[src/rtl/wb_arbiter.sv]
// Write-back arbiter: merges the int pipeline and a buffered FPU onto the register-file write port.
// Optional WB_PENDING_MASK_EN adds pend_f, a per-float-register "result still buffered" mask.
module wb_arbiter #(
    parameter int DEPTH    = 4,
    parameter int PTR_W    = 2,
    parameter int MAX_WAIT = 8
) (
    input  logic             clk,
    input  logic             reset,
    input  logic             int_valid,
    input  logic [4:0]       int_rd,
    input  logic [31:0]      int_data,
    input  logic             int_float,
    input  logic             fpu_valid,
    output logic             fpu_ready,
    input  logic [4:0]       fpu_rd,
    input  logic [31:0]      fpu_data,
    output logic             stall_int,
    output logic [4:0]       writeReg,
    output logic [31:0]      writeData,
    output logic             regWrite,
    output logic             float,
    output logic [PTR_W:0]   fifo_count
`ifdef WB_PENDING_MASK_EN
    ,
    output logic [31:0]      pend_f
`endif
);

    localparam int WAIT_W = (MAX_WAIT > 1) ? $clog2(MAX_WAIT) : 1;

    logic [PTR_W:0]   count_q, count_d;
    logic [PTR_W-1:0] wr_ptr_q, wr_ptr_d;
    logic [PTR_W-1:0] rd_ptr_q, rd_ptr_d;
    logic [4:0]       rd_mem_q   [DEPTH];
    logic [31:0]      data_mem_q [DEPTH];
    logic [WAIT_W-1:0] wait_q, wait_d;
    logic             stall_q, stall_d;
    logic             we_q, we_d;
    logic [4:0]       wreg_q, wreg_d;
    logic [31:0]      wdata_q, wdata_d;
    logic             fl_q, fl_d;

    logic empty, full, push, store, int_go, pop;
    logic [4:0] head_rd;

    assign empty   = (count_q == '0);
    assign full    = (count_q == (PTR_W+1)'(DEPTH));
    assign head_rd = rd_mem_q[rd_ptr_q];

    // Ready comes from the registered count: a same-cycle pop never frees a slot.
    assign fpu_ready = !reset && !full;
    assign push      = fpu_valid && fpu_ready;
    assign store     = push && (fpu_rd != 5'd0);
    assign int_go    = int_valid && !stall_q && (int_rd != 5'd0);
    assign pop       = !int_go && !empty;

    always_comb begin
        count_d  = count_q;
        wr_ptr_d = wr_ptr_q;
        rd_ptr_d = rd_ptr_q;
        if (store) begin
            wr_ptr_d = wr_ptr_q + 1'b1;
        end
        if (pop) begin
            rd_ptr_d = rd_ptr_q + 1'b1;
        end
        if (store && !pop) begin
            count_d = count_q + 1'b1;
        end else if (pop && !store) begin
            count_d = count_q - 1'b1;
        end
    end

    always_comb begin
        wait_d  = '0;
        stall_d = 1'b0;
        if (!empty && !pop) begin
            if (wait_q == WAIT_W'(MAX_WAIT - 1)) begin
                stall_d = 1'b1;
            end else begin
                wait_d = wait_q + 1'b1;
            end
        end
    end

    always_comb begin
        we_d    = 1'b0;
        wreg_d  = wreg_q;
        wdata_d = wdata_q;
        fl_d    = fl_q;
        if (int_go) begin
            we_d    = 1'b1;
            wreg_d  = int_rd;
            wdata_d = int_data;
            fl_d    = int_float;
        end else if (pop) begin
            we_d    = 1'b1;
            wreg_d  = head_rd;
            wdata_d = data_mem_q[rd_ptr_q];
            fl_d    = 1'b1;
        end
    end

    always_ff @(posedge clk) begin
        if (reset) begin
            count_q  <= '0;
            wr_ptr_q <= '0;
            rd_ptr_q <= '0;
            wait_q   <= '0;
            stall_q  <= 1'b0;
            we_q     <= 1'b0;
            wreg_q   <= '0;
            wdata_q  <= '0;
            fl_q     <= 1'b0;
        end else begin
            count_q  <= count_d;
            wr_ptr_q <= wr_ptr_d;
            rd_ptr_q <= rd_ptr_d;
            wait_q   <= wait_d;
            stall_q  <= stall_d;
            we_q     <= we_d;
            wreg_q   <= wreg_d;
            wdata_q  <= wdata_d;
            fl_q     <= fl_d;
        end
    end

    // Storage needs no reset; pointers and count decide what is valid.
    always_ff @(posedge clk) begin
        if (store) begin
            rd_mem_q[wr_ptr_q]   <= fpu_rd;
            data_mem_q[wr_ptr_q] <= fpu_data;
        end
    end

    assign stall_int  = stall_q;
    assign regWrite   = we_q;
    assign writeReg   = wreg_q;
    assign writeData  = wdata_q;
    assign float      = fl_q;
    assign fifo_count = count_q;

`ifdef WB_PENDING_MASK_EN
    logic [PTR_W:0] pend_q [32];
    logic [PTR_W:0] pend_d [32];

    always_comb begin
        for (int r = 0; r < 32; r++) begin
            pend_d[r] = pend_q[r];
            if (r != 0) begin
                if (store && fpu_rd == 5'(r) && !(pop && head_rd == 5'(r))) begin
                    pend_d[r] = pend_q[r] + 1'b1;
                end else if (pop && head_rd == 5'(r) && !(store && fpu_rd == 5'(r))) begin
                    pend_d[r] = pend_q[r] - 1'b1;
                end
            end
        end
    end

    always_ff @(posedge clk) begin
        for (int r = 0; r < 32; r++) begin
            if (reset) begin
                pend_q[r] <= '0;
            end else begin
                pend_q[r] <= pend_d[r];
            end
        end
    end

    always_comb begin
        pend_f = '0;
        for (int r = 1; r < 32; r++) begin
            pend_f[r] = (pend_q[r] != '0);
        end
    end
`endif

endmodule

[config.mk]
export PLATFORM = sky130hd
export DESIGN_NAME = wb_arbiter
export DESIGN_NICKNAME = d
export VERILOG_FILES = /design/src/rtl/wb_arbiter.sv
export SDC_FILE = /design/constraint.sdc
export NUM_CORES = 1
export LEC_CHECK = 0
export CAP_MARGIN = 20
export CORE_ASPECT_RATIO = 0.6
export CORE_UTILIZATION = 48
export CTS_CLUSTER_SIZE = 28
export DETAILED_ROUTE_END_ITERATION = 6
export PLACE_DENSITY_LB_ADDON = 0.25
export SYNTH_ARGS = -nofsm -noshare
export SYNTH_HDL_FRONTEND = slang
export SYNTH_SLANG_ARGS = --single-unit
[constraint.sdc]
create_clock -name clk -period 2.96 [get_ports clk]
set_clock_uncertainty 0.2 [all_clocks]
set_input_delay 0.592 -clock clk [delete_from_list [all_inputs] [get_ports clk]]
set_output_delay 0.592 -clock clk [all_outputs]
set_load 0.05 [all_outputs]
==> reports/metrics.yaml, run 1 <==
grt-ovfl-total: 0
start_util_pct: 49.4
cts_tree: "built"
final_area_um2: 9930
avgViaCountPerCell: 5.57
io_buffers: 122
syn-num-nets: 559
rsz0062_at_grt: "no"
detail_route.first_pass.iterations: 5
routabilityCongestion: 0.759
most-common-layout-cells: "edfxtp_1, clkdlybuf4s50_1, dfxtp_1"
die_area_um2: 16400
grt_pass1_vias: 4666
area_growth_syn_to_layout_pct: 30.4
routed-via-count: 4629
ctsHtreeMaxLevel: 4
drc_errors: 0
startpoint_type: "primary input"
clk_pin_slew_ns: 0.07
wl_per_cell_um: 20.3
postLayoutCoreUtil_pct: 64.4
crit_path_end_kind: "flip-flop"
fin_crit_sh_pct: 94.6
hpwl_um: 11000
clk_path_buf_depth: 2
ant_nets: 0
peakVddDrop_v: 0.000513
crit_required_ns: 3.11
num_io_pins: 123
placed_area_um2: 9310
grt_pass1_wl_um: 25800
final_common_cell: "edfxtp_1"
netlist_instances: 472
core_area_um2: 15400
synth-seq-area-share_pct: 72.1
syn_area_per_cell_um2: 16.1
status: "completed"
antenna_found_initial: 0
diodes: 0
grt_usage_pct: 21.8
hp-class: "flip-flop to flip-flop"
fin_ws_ns: 0.159
drv_slew: 0
postCtsSetupRepairBufs: 0
startpoint: "fpu_rd[4]"
slew_headroom_pct: 58.8
dieHeight_um: 99.5
yosysWarnings: 0
finalPower_w: 0.00799
synthArstFlopShare_pct: 0
fillers: 1080
ys_seq_elements: 200
fin_nets: 702
grt_max_degree: 51
pwr_density_cell_nw_per_um2: 805
final_cells: 831
reg2reg_from: "fifo_count[1]$_SDFFE_PP0P_"
maxCapViolCount: 0
cts_sinks: 200
holdCritStartpoint: "wait_q[0]$_SDFF_PP0_"
synth-edff-count: 148
min_period_ns: 2.80
hold_viol_final: 0
clk_latency_ns: 0.42
finalSetupViolCount: 0
routed_wl_um: 16900
cts-root-buf: "clkbuf_16"
cts.hold.buffers_added: 0
dieWidth_um: 165
numCtsBuffers: 17
ys_types: 37
synth_area_um2: 7610
synth_ff_type: "edfxtp_1"
dpl_worst_slack_ns: -0.367
arrival_ns: 2.95
drive_above_1_share_pct: 18.9
worst_pin_slew_ns: 0.618
fmax_mhz: 357
p_leak_nw: 3.36
crit_fanout: 5
drt-initial-drc-count: 320
critical_path_class: "primary input to flip-flop"
num_rows: 35
dp.cells: 799
## synthesized netlist by cell type (2+ instances only)
cell type | instances | area, um2
xor2_1 | 2 | 17.5
a211oi_1 | 36 | 270
clkbuf_1 | 16 | 60.1
nor2b_1 | 2 | 12.5
and3_1 | 4 | 25.0
nand2_1 | 36 | 135
nor2_1 | 41 | 154
inv_1 | 5 | 18.8
ha_1 | 7 | 87.6
edfxtp_1 | 148 | 4440
buf_2 | 9 | 45.0
nor4_1 | 2 | 12.5
a21oi_1 | 40 | 200
or4_1 | 2 | 15.0
dfxtp_1 | 52 | 1040
or3_1 | 2 | 12.5
and2_1 | 3 | 18.8
o21ai_0 | 2 | 10.0
mux4_2 | 37 | 833
buf_1 | 3 | 11.3
mux2_2 | 2 | 22.5
nor3_1 | 3 | 15.0
a22oi_1 | 2 | 15.0
nand3_1 | 3 | 15.0
## metal layers
metal	vias to the layer above	global-route usage, %	share of wire [%]
met2	197	32.7	45
met5	-	0	0
met1	2310	32.3	46
met4	0	4.66	0.57
li1	2112	-	-
met3	10	5.46	8.1
## kinds of logic (layout without fill, tap and decap cells)
family                     after synthesis  count (layout)  synth area share, %
AOI/OAI and AO/OA                       85              85                 7.05
xor gates and xnor gates                 2               2                0.230
adders and majority gates                8               8                 1.41
buffers and inverters                   36             192                 2.09
DFF                                    200             200                 72.1
muxes                                   40              40                 11.4
and+or+nand+nor                        101             101                 5.75
## power by group
part	total (W)	internal (W)	switching [W]
combinational	0.00220	0.000898	0.00130
sequential	0.00347	0.00329	0.000180
clock	0.00232	0.00122	0.00110
total	0.00799	0.00541	0.00258
## state kept, by name, summed over array words and instances, names as in the netlist, 2 cells and up, named ones only
name and count:
data_mem_q 128, fifo_count 3, rd_mem_q 20, rd_ptr_q 2
wait_q 3, wr_ptr_q 2, writeData 32, writeReg 5
## metrics by stage
step	setup TNS [ns]	hold WS (ns)
detailed placement	-0.679	0.230
floorplan	0	0.198
finish	0	0.236
global placement	-0.553	0.207
global route	0	0.261
CTS	0	0.242
## critical path, cell delays in order
cell and delay [ns]:
clkdlybuf4s50_1 0.58, nor4_2 0.09, a211oi_2 0.25, and2_1 0.18, ha_1 0.19, inv_1 0.07, fa_1 0.38, xor2_1 0.17
or3_1 0.31, a21oi_1 0.13
## final timing paths
path	endpoint	slack, ns	cells after the start
worst min-delay path	wait_q[0]$_SDFF_PP0_	0.24	1
worst min register to register	wait_q[0]$_SDFF_PP0_	0.24	1
worst max-delay path	fifo_count[2]$_SDFFE_PP0P_	0.16	10
worst max register to register	fifo_count[2]$_SDFFE_PP0P_	0.35	9
## layout make-up
type                       count  area, um2  area share (%)
sequential                   200       5490            55.3
multi-input combinational    236       2000            20.1
timing repair buffer         155       1560            15.7
clock buffer                  18        429            4.32
tap                          203        254            2.56
clock inverter                14        176            1.78
inverter                       5       18.8           0.189
## repair_timing
action	CTS	global route
resized for setup	0	2
endpoints found under the setup margin	0	1
hold endpoints to repair	0	0
No activity file was read; power rests on OpenSTA's default activity.
==> run 2, diff against run 1 <==
- CAP_MARGIN: 20 -> unset
==> results of run 2 <==
The final DEF is identical to that of run 1; final timing and power are the same.
